**src/rtl/pmod_pattern_sequencer_if.sv**
```systemverilog
// Pin bundle between pmod_pattern_sequencer and the board pads.
// Optional build macro: PMOD_E_EN widens PMOD_OUT from 32 to 40 bits (port E).
// master = sequencer side (drives LEDs/PMOD/MODE); slave = pad/board side (drives BTN).
interface pmod_pattern_sequencer_if;
`ifdef PMOD_E_EN
  localparam int PMOD_W = 40;
`else
  localparam int PMOD_W = 32;
`endif

  logic              BTN;
  logic              LED;
  logic              LEDA;
  logic [PMOD_W-1:0] PMOD_OUT;
  logic [1:0]        MODE;

  modport master (
    input  BTN,
    output LED,
    output LEDA,
    output PMOD_OUT,
    output MODE
  );

  modport slave (
    output BTN,
    input  LED,
    input  LEDA,
    input  PMOD_OUT,
    input  MODE
  );
endinterface

```
**src/rtl/pmod_pattern_sequencer.sv**
```systemverilog
// Animated LED/PMOD pattern generator. A debounced button steps through four
// modes (COUNT, WALK, BOUNCE, BREATHE); patterns advance once per STEP_DIV
// cycles of CLK_48. MODE exposes the FSM state directly for observation.
// Optional build macro: PMOD_E_EN adds port E (byte [39:32]) carrying the
// bit-mirrored pattern.
// Control strobes: press and tick are single-cycle pulses with no
// backpressure; they are consumed in the cycle they are high, and when both
// are high together press takes priority and the tick is dropped.
module pmod_pattern_sequencer #(
  parameter int STEP_DIV     = 6000000,
  parameter int DEBOUNCE_CYC = 480000
) (
  input  logic                    CLK_48,
  input  logic                    RST_N,
  pmod_pattern_sequencer_if.master pins
);

`ifdef PMOD_E_EN
  localparam int PMOD_W = 40;
`else
  localparam int PMOD_W = 32;
`endif
  localparam int PRE_W = $clog2(STEP_DIV);
  localparam int DB_W  = $clog2(DEBOUNCE_CYC);
  localparam logic [PRE_W-1:0] PRE_LAST = PRE_W'(STEP_DIV - 1);
  localparam logic [DB_W-1:0]  DB_LAST  = DB_W'(DEBOUNCE_CYC - 1);

  typedef enum logic [1:0] {
    M_COUNT   = 2'd0,
    M_WALK    = 2'd1,
    M_BOUNCE  = 2'd2,
    M_BREATHE = 2'd3
  } mode_e;

  // button path
  logic            btn_s1, btn_s2;
  logic            db_level, db_prev, leda_q;
  logic [DB_W-1:0] db_cnt;
  logic            press;

  // step timing
  logic [PRE_W-1:0] presc;
  logic             tick, step;

  // mode FSM and pattern datapath
  mode_e       state_q, state_d;
  logic [7:0]  pattern_q, pat_next, init_pattern;
  logic [7:0]  duty_q, duty_next;
  logic        dir_q, dir_next;   // 0 = left / duty rising, 1 = right / duty falling
  logic        is_breathe;

  // PWM, heartbeat, outputs
  logic [7:0]        pwm_cnt;
  logic              pwm_on;
  logic [1:0]        hb_cnt;
  logic              hb_q, led_q;
  logic [7:0]        out_byte;
  logic [PMOD_W-1:0] pmod_q;

  // Two-flop synchronizer for the asynchronous button pin
  always_ff @(posedge CLK_48 or negedge RST_N) begin
    if (!RST_N) begin
      btn_s1 <= 1'b0;
      btn_s2 <= 1'b0;
    end else begin
      btn_s1 <= pins.BTN;
      btn_s2 <= btn_s1;
    end
  end

  // Debounce: level follows the synced input only after it has differed for DEBOUNCE_CYC cycles
  always_ff @(posedge CLK_48 or negedge RST_N) begin
    if (!RST_N) begin
      db_cnt   <= '0;
      db_level <= 1'b0;
      db_prev  <= 1'b0;
      leda_q   <= 1'b0;
    end else begin
      db_prev <= db_level;
      leda_q  <= db_level;
      if (btn_s2 == db_level) begin
        db_cnt <= '0;
      end else if (db_cnt == DB_LAST) begin
        db_level <= btn_s2;
        db_cnt   <= '0;
      end else begin
        db_cnt <= db_cnt + 1'b1;
      end
    end
  end

  assign press = db_level & ~db_prev;

  // Step prescaler; restarted by a press so a new mode begins a full step period
  always_ff @(posedge CLK_48 or negedge RST_N) begin
    if (!RST_N) begin
      presc <= '0;
    end else if (press || tick) begin
      presc <= '0;
    end else begin
      presc <= presc + 1'b1;
    end
  end

  assign tick = (presc == PRE_LAST);
  assign step = tick & ~press;

  // FSM state register
  always_ff @(posedge CLK_48 or negedge RST_N) begin
    if (!RST_N) begin
      state_q <= M_COUNT;
    end else begin
      state_q <= state_d;
    end
  end

  // FSM next state: advance one mode per press
  always_comb begin
    state_d = state_q;
    if (press) begin
      case (state_q)
        M_COUNT:   state_d = M_WALK;
        M_WALK:    state_d = M_BOUNCE;
        M_BOUNCE:  state_d = M_BREATHE;
        M_BREATHE: state_d = M_COUNT;
        default:   state_d = M_COUNT;
      endcase
    end
  end

  // FSM outputs: per-mode step of pattern/duty/direction and the entry pattern of the next mode
  always_comb begin
    pat_next   = pattern_q;
    duty_next  = duty_q;
    dir_next   = dir_q;
    is_breathe = 1'b0;
    case (state_q)
      M_COUNT: pat_next = pattern_q + 8'd1;
      M_WALK:  pat_next = {pattern_q[6:0], pattern_q[7]};
      M_BOUNCE: begin
        if (!dir_q) begin
          pat_next = {pattern_q[6:0], 1'b0};
          if (pat_next == 8'h80) dir_next = 1'b1;
        end else begin
          pat_next = {1'b0, pattern_q[7:1]};
          if (pat_next == 8'h01) dir_next = 1'b0;
        end
      end
      M_BREATHE: begin
        is_breathe = 1'b1;
        if (!dir_q) begin
          duty_next = duty_q + 8'd16;
          if (duty_next == 8'd240) dir_next = 1'b1;
        end else begin
          duty_next = duty_q - 8'd16;
          if (duty_next == 8'd0) dir_next = 1'b0;
        end
      end
      default: ;
    endcase
    init_pattern = ((state_d == M_WALK) || (state_d == M_BOUNCE)) ? 8'h01 : 8'h00;
  end

  // Pattern datapath: press reloads the entry state, otherwise advance on tick
  always_ff @(posedge CLK_48 or negedge RST_N) begin
    if (!RST_N) begin
      pattern_q <= 8'h00;
      duty_q    <= 8'h00;
      dir_q     <= 1'b0;
    end else if (press) begin
      pattern_q <= init_pattern;
      duty_q    <= 8'h00;
      dir_q     <= 1'b0;
    end else if (tick) begin
      pattern_q <= pat_next;
      duty_q    <= duty_next;
      dir_q     <= dir_next;
    end
  end

  // Free-running PWM counter
  always_ff @(posedge CLK_48 or negedge RST_N) begin
    if (!RST_N) begin
      pwm_cnt <= 8'h00;
    end else begin
      pwm_cnt <= pwm_cnt + 8'd1;
    end
  end

  assign pwm_on = (pwm_cnt < duty_q);

  // Heartbeat toggles every fourth accepted step; LED is active-low
  always_ff @(posedge CLK_48 or negedge RST_N) begin
    if (!RST_N) begin
      hb_cnt <= 2'd0;
      hb_q   <= 1'b0;
      led_q  <= 1'b1;
    end else begin
      led_q <= ~hb_q;
      if (step) begin
        hb_cnt <= hb_cnt + 2'd1;
        if (hb_cnt == 2'd3) hb_q <= ~hb_q;
      end
    end
  end

  // Byte presented on every port: pattern, or the PWM level while breathing
  always_comb begin
    out_byte = is_breathe ? {8{pwm_on}} : pattern_q;
  end

`ifdef PMOD_E_EN
  logic [7:0] e_byte;

  // Port E carries the mirror image of the pattern
  always_comb begin
    e_byte = 8'h00;
    for (int i = 0; i < 8; i++) begin
      e_byte[i] = pattern_q[7-i];
    end
    if (is_breathe) e_byte = {8{pwm_on}};
  end

  // Registered pad drive for ports A-E
  always_ff @(posedge CLK_48 or negedge RST_N) begin
    if (!RST_N) begin
      pmod_q <= '0;
    end else begin
      pmod_q <= {e_byte, {4{out_byte}}};
    end
  end
`else
  // Registered pad drive for ports A-D
  always_ff @(posedge CLK_48 or negedge RST_N) begin
    if (!RST_N) begin
      pmod_q <= '0;
    end else begin
      pmod_q <= {4{out_byte}};
    end
  end
`endif

  assign pins.LED      = led_q;
  assign pins.LEDA     = leda_q;
  assign pins.PMOD_OUT = pmod_q;
  assign pins.MODE     = state_q;

endmodule

```
**src/flat_wrapper.sv**
```systemverilog
// flat-port wrapper written by rule: the top's interface ports become plain ports
module pmod_pattern_sequencer_flat 
#(
  parameter int STEP_DIV     = 6000000,
  parameter int DEBOUNCE_CYC = 480000
)
  (CLK_48, RST_N, pins_BTN, pins_LED, pins_LEDA, pins_PMOD_OUT, pins_MODE);
  pmod_pattern_sequencer_if pins_i ();
  input  logic CLK_48;
  input  logic RST_N;
  input wire logic [$bits(pins_i.BTN)-1:0] pins_BTN;
  output wire logic [$bits(pins_i.LED)-1:0] pins_LED;
  output wire logic [$bits(pins_i.LEDA)-1:0] pins_LEDA;
  output wire logic [$bits(pins_i.PMOD_OUT)-1:0] pins_PMOD_OUT;
  output wire logic [$bits(pins_i.MODE)-1:0] pins_MODE;
  assign pins_i.BTN = pins_BTN;
  assign pins_LED = pins_i.LED;
  assign pins_LEDA = pins_i.LEDA;
  assign pins_PMOD_OUT = pins_i.PMOD_OUT;
  assign pins_MODE = pins_i.MODE;
  pmod_pattern_sequencer #(.STEP_DIV(STEP_DIV), .DEBOUNCE_CYC(DEBOUNCE_CYC)) u_core (.CLK_48(CLK_48), .RST_N(RST_N), .pins(pins_i));
endmodule
```
**config.mk**
```make
export PLATFORM = sky130hd
export DESIGN_NAME = pmod_pattern_sequencer_flat
export DESIGN_NICKNAME = d
export VERILOG_FILES = /design/src/rtl/pmod_pattern_sequencer_if.sv /design/src/rtl/pmod_pattern_sequencer.sv /design/src/flat_wrapper.sv
export SDC_FILE = /design/constraint.sdc
export NUM_CORES = 1
export LEC_CHECK = 0
export ABC_AREA = 1
export BUFFER_PORTS_ARGS = -buffer_cell sky130_fd_sc_hd__buf_2
export CORE_ASPECT_RATIO = 0.7
export CORE_MARGIN = 10
export CORE_UTILIZATION = 30
export CTS_CLUSTER_SIZE = 10
export DETAILED_ROUTE_END_ITERATION = 7
export GPL_ROUTABILITY_DRIVEN = 0
export GPL_TIMING_DRIVEN = 0
export PLACE_DENSITY = 0.52
export RECOVER_POWER = 100
export SLEW_MARGIN = 20
export SYNTH_ARGS = -nofsm -noshare
export SYNTH_HDL_FRONTEND = slang
export SYNTH_SLANG_ARGS = --single-unit
```
**constraint.sdc**
```tcl
create_clock -name CLK_48 -period 1.9 [get_ports CLK_48]
set_input_delay 0.19 -clock CLK_48 [delete_from_list [all_inputs] [get_ports CLK_48]]
set_output_delay 0.19 -clock CLK_48 [all_outputs]
set_load 0.005 [all_outputs]
```
# --- Word-level counts from Yosys, hierarchy flattened ---
# Cells that the tools add are included.
word_totals:
  output_inout_bits: 36
  input_bits: 3
  ff_bits: 109
classes:
  order_cmp: 1
  bitwise_logic: 6
  muxes: 25
  eq_ne: 12
  reduce_logical: 13
  addsub: 7
ops:
  columns: ["cell", "n"]
  rows:
  - ["2-to-1 mux 8 bit", 8]
  - ["2-to-1 mux 19 bit", 2]
  - ["one-hot mux 8 bit (3 select lines)", 1]
  - ["adder 23 x 1 -> 23 bit, second input constant", 1]
  - ["== test 23 bit, second input constant", 1]
  - ["2-to-1 mux 23 bit", 1]
  - ["adder 19 x 1 -> 19 bit, second input constant", 1]
  - ["== test 19 bit, second input constant", 1]
  - ["adder 8 x 1 -> 8 bit, second input constant", 2]
  - ["2-to-1 mux 1 bit", 10]
  - ["AND reduction 2 bit", 5]
  - ["adder 8 x 5 -> 8 bit, second input constant", 1]
  - ["== test 2 bit, second input constant", 4]
  - ["== test 8 bit, second input constant", 1]
  - ["zero test 8 bit", 1]
  - ["< comparator 8 bit", 1]
  - ["one-hot mux 2 bit (4 select lines)", 1]
  - ["subtractor 8 x 5 -> 8 bit, second input constant", 1]
  - ["== test 7 x 1 -> 1 bit, second input constant", 1]
  - ["== test 7 bit, second input constant", 1]
  - ["== test 2 x 1 -> 1 bit, second input constant", 2]
  - ["inverter 1 bit", 4]
  - ["nonzero test 2 bit", 2]
  - ["nonzero test 4 bit", 1]
  - ["other kinds (8)", 10]

# --- Logic depth before layout (Yosys ltp) ---
# Gate-level depths: netlist (run 1).
depth:
  depth_word: 7
  depth_mapped: 11

# --- Worst setup path after synthesis (run 1) ---
# OpenSTA, ideal clock, no wires.
synth_timing:
  path_kind: "reg2reg"
  start: "register u_core.presc[0]"
  end: "register u_core.pattern_q[4]"
  synth_period_minus_slack_ps: 1515
  arrival_ps: 1398
  path_stages_with_launch: 10
  path_slack_ps: 385
  setup_time_ps: 117
  required_ps: 1783
  path_cell_list: "dfrtp_1 > ha_1 > nand3_1 > nor3_4 > nand3_4 > nand2_4 > nand2_2 > buf_6 > nand2_2 > o21ai_2"
synth_via:
  elab_chain_len: 3
synth_lines:
  columns: ["element", "line_no", "source"]
  rows:
  - ["from (decl)", "pmod_pattern_sequencer.sv:42", "logic [PRE_W-1:0] presc;"]
  - ["from (signal assigned)", "pmod_pattern_sequencer.sv:101", "presc <= presc + 1'b1;"]
  - ["== test 23 bit", "pmod_pattern_sequencer.sv:105", "assign tick = (presc == PRE_LAST);"]
  - ["nonzero test 2 bit (no line)", null, null]
  - ["AND reduction 2 bit (no line)", null, null]
  - ["to (signal assigned)", "pmod_pattern_sequencer.sv:171", "pattern_q <= init_pattern;"]
  - ["to (signal assigned)", "pmod_pattern_sequencer.sv:175", "pattern_q <= pat_next;"]
  - ["to (decl)", "pmod_pattern_sequencer.sv:47", "logic [7:0] pattern_q, pat_next, init_pattern;"]
# No other way between the ends.
# A chain may end at the register's enable or synchronous reset.

# --- Worst setup path in the final report (run 1) ---
layout_timing:
  start: "register u_core.db_cnt[0]"
  end: "register u_core.db_cnt[12]"
layout_via:
  elab_chain_len: 3
  elab_cells_between_ends: 4
layout_lines:
  columns: ["element", "line_no", "source"]
  rows:
  - ["from (decl)", "pmod_pattern_sequencer.sv:38", "logic [DB_W-1:0] db_cnt;"]
  - ["from (signal assigned)", "pmod_pattern_sequencer.sv:87", "db_cnt <= db_cnt + 1'b1;"]
  - ["adder 19 x 1 -> 19 bit / == test 19 bit (equally long branches)", "pmod_pattern_sequencer.sv:87, pmod_pattern_sequencer.sv:83", null]
  - ["2-to-1 mux 19 bit *", "pmod_pattern_sequencer.sv:83", "end else if (db_cnt == DB_LAST) begin"]
  - ["2-to-1 mux 19 bit *", "pmod_pattern_sequencer.sv:81", "if (btn_s2 == db_level) begin"]
# Every way passes the cells marked *; elsewhere a longest branch is shown, timed or not.

==> results of run 1 <==
critical path: stages (launching register included):
cell and delay [ns]:
dfrtp_1 0.43, ha_1 0.32, nand3_2 0.16, nor3_2 0.28
nand2_1 0.16, nor2_1 0.14, xnor2_1 0.13, nor2_1 0.05
registers in the layout (all words and copies together) (netlist names):
register / cells
u_core.pins.MODE: 2
u_core.hb_cnt: 2
u_core.hb_q: 1
u_core.btn_s1: 1
u_core.db_cnt: 19
u_core.duty_q: 4
u_core.pwm_cnt: 8
u_core.btn_s2: 1
u_core.pins.PMOD_OUT: 8
u_core.dir_q: 1
u_core.db_level: 1
u_core.db_prev: 1
u_core.pins.LED: 1
u_core.presc: 23
u_core.pattern_q: 8
cell usage after synthesis, drive strengths merged, types with 2 or more instances:
| library cell | n |
|---|---|
| dfrtp | 80 |
| a31oi | 2 |
| ha | 18 |
| nand2 | 145 |
| nand3 | 47 |
| nor3 | 24 |
| nor2 | 101 |
| nand3b | 3 |
| clkbuf | 4 |
| buf | 31 |
| xnor2 | 9 |
| xor2 | 20 |
| nand4 | 16 |
| inv | 73 |
| a21boi | 2 |
| a21oi | 18 |
| o21ai | 28 |
power by group through the flow:
stage	registers (mW)	logic [mW]	clock network [mW]
6_report	1.74	0.0660	1.66
5_1_grt	1.74	0.0781	1.79
4_1_cts	1.74	0.0706	1.72
3_5_place_dp	1.77	0.0675	0
3_3_place_gp	1.77	0.0587	0
2_1_floorplan	1.77	0.0156	0
area by class of cell:
| type | instances | area [um^2] |
|---|---|---|
| Tap cell | 200 | 250 |
| Clock inverter | 6 | 43.8 |
| Multi-Input combinational cell | 437 | 2270 |
| Sequential cell | 81 | 2030 |
| Fill cell | 1620 | 10000 |
| Buffer | 35 | 244 |
| Inverter | 73 | 277 |
| Clock buffer | 10 | 239 |
| Timing Repair Buffer | 42 | 236 |
final timing paths:
kind / start / to / slack [ns] / cells past startpoint
max: u_core.db_cnt[0]$_DFF_PN0_ / u_core.db_cnt[12]$_DFF_PN0_ / 0.12 / 7
min: u_core.btn_s1$_DFF_PN0_ / u_core.btn_s2$_DFF_PN0_ / 0.35 / 0
max reg2reg: u_core.db_cnt[0]$_DFF_PN0_ / u_core.db_cnt[12]$_DFF_PN0_ / 0.12 / 7
min reg2reg: u_core.btn_s1$_DFF_PN0_ / u_core.btn_s2$_DFF_PN0_ / 0.35 / 0
max in group asynchronous: RST_N / u_core.pins.LED$_DFF_PN1_ / 0.64 / 3
min in group asynchronous: RST_N / u_core.db_cnt[11]$_DFF_PN0_ / 0.48 / 2
kinds of logic (layout without fill, tap and decap cells):
kind of cell / count (synthesis) / count (layout)
compound gates: 52 / 52
flops: 81 / 81
fa+ha+maj: 18 / 18
xor+xnor: 29 / 29
buf+inv: 108 / 166
simple gates: 338 / 338
metal layers:
metal | track usage | up-vias
met4 | 0.0372 | 0
met3 | 0.0315 | 16
met2 | 0.154 | 109
li1 | - | 2081
met1 | 0.152 | 1853
met5 | 0 | -
repair_timing:
item,CTS,global route
hold buffers,2,0
endpoints found under the setup margin,0,28
hold endpoints to repair,31,0
setup buffers,0,1
resized for setup,0,8
==> flow_metrics.py, run 1 <==
metrics = {
    "outcome": {
        "status": "finished clean",
    },
    "drt": {
        "wl_um": 11300,
        "drc": 0,
        "vias": 4059,
        "wl_met1_um": 5790,
        "wire_per_inst_um": 12.7,
        "drt-pass1-iter-count": 5,
        "met2_length_um": 4610,
        "drt_iter0_markers": 253,
        "wl_met3_um": 668,
        "vias_per_cell": 4.59,
        "ant_nets": 0,
        "top_layer": "met4",
    },
    "global_routing": {
        "grt_pass1_vias": 3832,
        "grt_max_degree": 52,
        "grt_use_total": 0.108,
        "antenna_found_initial": 0,
        "grt_overflow": 0,
        "grt_pass1_wl_um": 19100,
    },
    "yosys": {
        "async_flop_share": 1.00,
        "ys_types": 36,
        "synth-xor-area-share": 0.0529,
        "synth_edf_count": 0,
        "synth_area_per_cell_um2": 7.67,
        "synthAdderAreaFrac": 0.0469,
        "synth_top_family_by_area": "simple AND/OR/NAND/NOR gates",
        "ys_warn_count": 0,
        "syn-num-nets": 647,
        "synth_top_cell_by_area": "dfrtp_1",
        "yosys.area.top_type_share": 0.417,
        "ys_ff_latch": 81,
        "yosysSeqAreaShare": 0.422,
        "synth_compound_area_frac": 0.0602,
        "yosys-top-cells-area": "dfrtp_1, nand2_1, nor2_1",
        "synth_cells": 626,
        "muxShareOfSynthArea": 0,
        "synthSimpleGateAreaFrac": 0.310,
        "syn_area_um2": 4800,
        "yosys_most_used_dff": "dfrtp_1",
    },
    "finish": {
        "synthToLayoutAreaGrowth_pct": 16.3,
        "num_antenna_cells": 0,
        "finish.utilization": 0.358,
        "mostFrequentLayoutCells": "nand2_1, nor2_1, dfrtp_1",
        "drive_above_1_share": 0.161,
        "final_common_cell": "nand2_1",
        "fin_cells": 884,
        "stdcell_area_um2": 5580,
        "fin_nets": 700,
    },
    "pwr": {
        "pwr-share-clk": 0.479,
        "p_int_mw": 2.67,
        "ir_worst_vdd_mv": 0.358,
        "pwr-share-comb": 0.019,
        "power_leakage_nw": 2.68,
        "pwr-share-seq": 0.502,
        "total_power_mw": 3.46,
        "powerDensity_nw_per_um2": 620,
        "switching_share": 0.230,
        "power_switching_mw": 0.795,
    },
    "die": {
        "die_x_um": 171,
        "io_pins": 39,
        "core_um2": 15600,
        "start_util": 0.308,
        "die_y_um": 126,
        "dieArea_um2": 21500,
        "row_count": 38,
    },
    "timing": {
        "rsz0062_at_grt": "true",
        "holdWs_ns": 0.353,
        "finalClockSkew_ns": 0.00773,
        "setup_violations": 0,
        "maxSlewViolCount": 0,
        "min_period_ns": 1.78,
        "tightest_slew_ns": 0.831,
        "max_slew_margin": 0.446,
        "fmax_ghz": 0.561,
        "hold_viol": 0,
        "tns_ns": 0,
        "fin_crit_sh": 0.938,
        "timing.final.ws_setup_ns": 0.117,
    },
    "hold_path": {
        "hold_class": "flop to flop",
    },
    "critical_path": {
        "crit_fanout": 6,
        "cp_data_arrival_time_ns": 2.02,
        "worstSetupEndpointType": "flop",
        "worstPathRequired_ns": 2.13,
        "worst-setup-path-type": "flop to flop",
        "critPathLaunchType": "flop",
    },
    "clocking": {
        "numCtsBuffers": 9,
        "tritoncts": "done",
        "cts_buffer_depth": 2,
        "cts.sinks": 81,
        "clock_latency_ns": 0.35,
        "htreeDepth": 3,
        "cts_root_buf": "clkbuf_16",
        "clk_pin_slew_ns": 0.06,
    },
    "flow_run": {
        "maxCapViolCount": 0,
    },
    "placement": {
        "post_dp_cell_area_um2": 5270,
        "port_buffers": 38,
        "dp.cells": 865,
        "place_ws_ns": 0.0735,
        "dp_hpwl_um": 8340,
    },
}
No activity file was read; power rests on OpenSTA's default activity.
==> run 2, diff against run 1 <==
- CORE_ASPECT_RATIO: 0.7 -> 1.2
- PLACE_DENSITY: 0.52 -> 0.47
==> flow_metrics.py, run 2 (same netlist as run 1, synthesis figures left out) <==
metrics = {
    "outcome": {
        "status": "finished clean",
    },
    "pwr": {
        "power_leakage_nw": 2.68,
        "ir_worst_vdd_mv": 0.435,
        "powerDensity_nw_per_um2": 679,
        "power_switching_mw": 0.800,
        "pwr-share-comb": 0.017,
        "p_int_mw": 3.03,
        "switching_share": 0.209,
        "pwr-share-clk": 0.529,
        "pwr-share-seq": 0.454,
    },
    "clocking": {
        "htreeDepth": 3,
        "cts_buffer_depth": 2,
        "numCtsBuffers": 9,
        "clk_pin_slew_ns": 0.06,
        "clock_latency_ns": 0.35,
        "tritoncts": "done",
        "cts.sinks": 81,
        "cts_root_buf": "clkbuf_16",
    },
    "timing": {
        "finalClockSkew_ns": 0.00663,
        "timing.final.ws_setup_ns": 0.133,
        "hold_viol": 0,
        "fmax_ghz": 0.566,
        "maxSlewViolCount": 0,
        "setup_violations": 0,
        "tightest_slew_ns": 0.939,
        "min_period_ns": 1.77,
        "rsz0062_at_grt": "true",
        "fin_crit_sh": 0.930,
        "max_slew_margin": 0.374,
    },
    "critical_path": {
        "path_cells": "ha_1, nand3_1, nor3_4, nand3_4, nand2_4, nand2_1, buf_4, nand2_1, o21ai_2",
        "max_stage_delay_ns": 0.42,
        "slowest_stage": "dfrtp_1",
        "worstSetupEndpointType": "flop",
        "r2r_cells": 9,
        "crit_fanout": 10,
        "ff2ff_setup_slack_ns": 0.13,
        "critPathLaunchType": "flop",
        "crit_start": "u_core.presc[0]$_DFF_PN0_",
        "worstPathRequired_ns": 2.15,
        "crit_path_end": "u_core.pattern_q[1]$_DFFE_PN0P_",
        "path_common_cell": "nand2_1",
        "timing.rr.end": "u_core.pattern_q[1]$_DFFE_PN0P_",
        "r2r_start": "u_core.presc[0]$_DFF_PN0_",
        "cp_data_arrival_time_ns": 2.01,
        "worst-setup-path-type": "flop to flop",
    },
    "die": {
        "core_um2": 15600,
        "row_count": 50,
        "die_y_um": 159,
        "dieArea_um2": 21500,
        "io_pins": 39,
        "start_util": 0.307,
        "die_x_um": 135,
    },
    "placement": {
        "port_buffers": 38,
        "dp_hpwl_um": 8260,
        "dp.cells": 873,
        "place_ws_ns": 0.0368,
        "post_dp_cell_area_um2": 5280,
    },
    "finish": {
        "fin_nets": 700,
        "num_antenna_cells": 0,
        "top_register": "u_core.presc",
        "reg_top3": "u_core.presc: 23 flops, u_core.db_cnt: 19 flops",
        "stdcell_area_um2": 5640,
        "largest_reg_flops": 23,
        "synthToLayoutAreaGrowth_pct": 17.5,
        "mostFrequentLayoutCells": "nand2_1, nor2_1, dfrtp_1",
        "fin_cells": 892,
        "drive_above_1_share": 0.151,
        "final_common_cell": "nand2_1",
    },
    "drt": {
        "drc": 0,
        "wl_um": 11000,
        "ant_nets": 0,
        "drt-pass1-iter-count": 4,
        "vias_per_cell": 4.53,
        "wire_per_inst_um": 12.3,
        "vias": 4044,
        "drt_iter0_markers": 256,
    },
    "flow_run": {
        "maxCapViolCount": 0,
    },
    "global_routing": {
        "grt_use_total": 0.109,
        "antenna_found_initial": 0,
        "grt_pass1_vias": 4087,
        "grt_max_degree": 48,
        "grt_pass1_wl_um": 19100,
        "grt_overflow": 0,
    },
    "hold_path": {
        "hold_class": "flop to flop",
    },
}
## run 2: changes by cell type in the layout (fill, tap and decap cells not counted), sizes merged
cell / delta
buf: -7
clkbuf: +6
bufinv: +3
clkinvlp: -2
## run 2: worst min-delay path by stage
| stage | slack, ns | start | cells after the start | to |
|---|---|---|---|---|
| global placement | 0.30 | pins_BTN | 1 | u_core.btn_s1$_DFF_PN0_ |
| finish | 0.35 | u_core.btn_s1$_DFF_PN0_ | 0 | u_core.btn_s2$_DFF_PN0_ |
| detailed placement | 0.19 | RST_N | 1 | u_core.db_cnt[6]$_DFF_PN0_ |
| CTS | 0.35 | RST_N | 2 | u_core.db_cnt[6]$_DFF_PN0_ |
| floorplan | -0.11 | RST_N | 0 | u_core.btn_s1$_DFF_PN0_ |
| global route | 0.36 | u_core.btn_s1$_DFF_PN0_ | 0 | u_core.btn_s2$_DFF_PN0_ |
## run 2: routing by layer
layer  vias up  routed length, um  global-route usage
met1      1889               4900               0.129
met5         -                  0                   0
met2        74               5230               0.180
li1       2065                  -                   -
met3        16                595              0.0271
met4         0                275              0.0565
## run 2: metrics by stage
stage | setup TNS (ns) | hold WS [ns] | utilization | power, mW
global placement | -6.75 | 0.301 | 0.336 | 1.83
CTS | 0 | 0.350 | 0.361 | 3.90
finish | 0 | 0.352 | 0.361 | 3.83
floorplan | 0 | -0.106 | - | 1.79
detailed placement | 0 | 0.192 | 0.338 | 1.84
global route | -0.0231 | 0.364 | 0.361 | 3.97
## run 2: layout make-up
cell class	count	area [um^2]
inverter	73	277
clock buffer	9	225
fill	1680	10000
sequential	81	2030
clock inverter	7	119
buffer	35	240
timing repair buffer	42	226
tap	208	260
multi-input combinational	437	2270
## run 2: what timing repair did
item,4_1_cts,5_1_grt
gates resized for setup,0,8
hold buffers,2,0
setup buffers,0,1
endpoints found under the hold margin,34,0
endpoints found under the setup margin,0,27
## run 2: power groups by stage
stage	Combinational (mW)	Clock (mW)	Sequential, mW
3_3_place_gp	0.0594	0	1.77
6_report	0.0662	2.03	1.74
4_1_cts	0.0706	2.09	1.74
2_1_floorplan	0.0156	0	1.77
5_1_grt	0.0798	2.15	1.74
3_5_place_dp	0.0670	0	1.77
## run 2: critical path: cells and delay by family, from the launching register on
| kind | cells | cell delay, ns |
|---|---|---|
| buf+inv | 1 | 0.19 |
| fa+ha+maj | 1 | 0.21 |
| compound gates | 1 | 0.05 |
| flops | 1 | 0.42 |
| simple gates | 6 | 0.80 |
==> run 3, diff against run 2 <==
- CORE_ASPECT_RATIO: 1.2 -> unset
- clock period: 1.9 -> 2.3 ns (I/O delays scaled with it)
==> flow_metrics.py, run 3 (same netlist as run 1, synthesis figures left out) <==
metrics = {
    "drt": {
        "vias_per_cell": 4.53,
        "ant_nets": 0,
        "drc": 0,
        "drt_iter0_markers": 262,
        "wl_um": 11100,
        "vias": 4074,
        "drt-pass1-iter-count": 4,
        "wire_per_inst_um": 12.4,
    },
    "pwr": {
        "power_leakage_nw": 2.68,
        "total_power_mw": 3.11,
        "ir_worst_vdd_mv": 0.327,
        "powerDensity_nw_per_um2": 557,
    },
    "critical_path": {
        "path_cells": "ha_1, nand3_1, nor3_4, nand3_1, nand2_4, nand2_2, clkbuf_1, nand2_1, o21ai_2",
        "max_stage_delay_ns": 0.41,
        "critPathLaunchType": "flop",
        "slowest_stage": "dfrtp_1",
        "crit_fanout": 10,
        "worstSetupEndpointType": "flop",
        "r2r_cells": 9,
        "path_common_cell": "nand3_1",
        "cp_num_buf_inv": 1,
        "cp_data_arrival_time_ns": 2.18,
        "worstPathRequired_ns": 2.52,
        "cp.depth": 9,
        "crit_family": "simple AND/OR/NAND/NOR gates",
        "worst-setup-path-type": "flop to flop",
    },
    "timing": {
        "setup_violations": 0,
        "rsz0062_at_grt": "false",
        "maxSlewViolCount": 0,
        "finalClockSkew_ns": 0.0105,
        "tns_ns": 0,
        "fin_crit_sh": 0.855,
        "max_slew_margin": 0.163,
        "tightest_slew_ns": 1.26,
        "min_period_ns": 1.97,
        "fmax_ghz": 0.509,
        "hold_viol": 0,
    },
    "finish": {
        "synthToLayoutAreaGrowth_pct": 16.4,
        "multiInputGateArea_um2": 2220,
        "final-seq-area_um2": 2030,
        "drive_above_1_share": 0.135,
        "nFillCells": 1675,
        "largest_reg_flops": 23,
        "fin_nets": 699,
        "reg_top3": "u_core.presc: 23 flops, u_core.db_cnt: 19 flops",
        "num_antenna_cells": 0,
        "final_common_cell": "nand2_1",
        "mostFrequentLayoutCells": "nand2_1, nor2_1, dfrtp_1",
        "top_register": "u_core.presc",
    },
    "clocking": {
        "clk_pin_slew_ns": 0.06,
        "htreeDepth": 3,
        "cts.sinks": 81,
        "post-cts-setup-buffers": 0,
        "numCtsBuffers": 9,
        "cts_root_buf": "clkbuf_16",
        "clock_latency_ns": 0.35,
        "cts_buffer_depth": 2,
        "tritoncts": "done",
    },
    "die": {
        "start_util": 0.305,
        "io_pins": 39,
        "die_x_um": 147,
        "dieArea_um2": 21500,
        "row_count": 46,
        "core_um2": 15800,
        "die_y_um": 147,
    },
    "global_routing": {
        "antenna_found_initial": 0,
        "grt_pass1_wl_um": 19200,
        "grt_max_degree": 50,
        "grt_pass1_vias": 4049,
        "grt_overflow": 0,
        "use_met3": 0.0222,
        "grt_use_met1": 0.133,
        "busiest_layer": "met2",
        "grt_use_total": 0.107,
        "use_met2": 0.171,
    },
    "hold_path": {
        "hold_class": "flop to flop",
        "hold_depth": 0,
    },
    "outcome": {
        "status": "finished clean",
    },
    "placement": {
        "port_buffers": 38,
        "dp_hpwl_um": 8250,
    },
    "flow_run": {
        "maxCapViolCount": 0,
    },
}
==> run 3: final timing paths <==
kind | from | end | slack [ns]
setup reg to reg | u_core.presc[0]$_DFF_PN0_ | u_core.pattern_q[4]$_DFFE_PN0P_ | 0.33
min in group asynchronous | RST_N | u_core.presc[19]$_DFF_PN0_ | 0.69
hold reg to reg | u_core.btn_s1$_DFF_PN0_ | u_core.btn_s2$_DFF_PN0_ | 0.34
hold / removal | u_core.btn_s1$_DFF_PN0_ | u_core.btn_s2$_DFF_PN0_ | 0.34
max in group asynchronous | RST_N | u_core.pattern_q[4]$_DFFE_PN0P_ | 0.83
setup / recovery | u_core.presc[0]$_DFF_PN0_ | u_core.pattern_q[4]$_DFFE_PN0P_ | 0.33
==> run 3: routing by layer <==
metal / part of all wire / routed length [um]
met4: 0.022 / 250
met2: 0.45 / 5050
met5: 0 / 0
met3: 0.048 / 531
met1: 0.48 / 5280
==> run 3: repair_timing <==
action                    in CTS  in global routing
gates resized for setup        0                  0
hold buffers                   2                  0
hold endpoints to repair      48                  0
==> run 3: final cells by class <==
type,count,area share
plain buffers,35,0.0419
clock buffers,12,0.0477
repair buffers,41,0.0385
well taps,216,0.0484
clock inverters,4,0.0132
inverters,73,0.0495
multi-input cells,437,0.398
flip-flops and latches,81,0.363
==> run 3: stage by stage <==
| stage | std cells | util | area [um^2] | setup WS [ns] | hold slack [ns] |
|---|---|---|---|---|---|
| floorplan | 626 | - | 4800 | 0.785 | -0.0656 |
| global placement | 880 | 0.334 | 5260 | 0.252 | 0.335 |
| detailed placement | 881 | 0.335 | 5290 | 0.413 | 0.312 |
| CTS | 899 | 0.358 | 5650 | 0.394 | 0.348 |
| global route | 899 | 0.354 | 5590 | 0.137 | 0.357 |
| finish | 899 | 0.354 | 5590 | 0.334 | 0.345 |
==> run 3: power by group <==
group,internal [mW],switching [mW]
clock network,1.04,0.587
logic,0.0121,0.0398
registers,1.43,0.00534
total,2.48,0.632
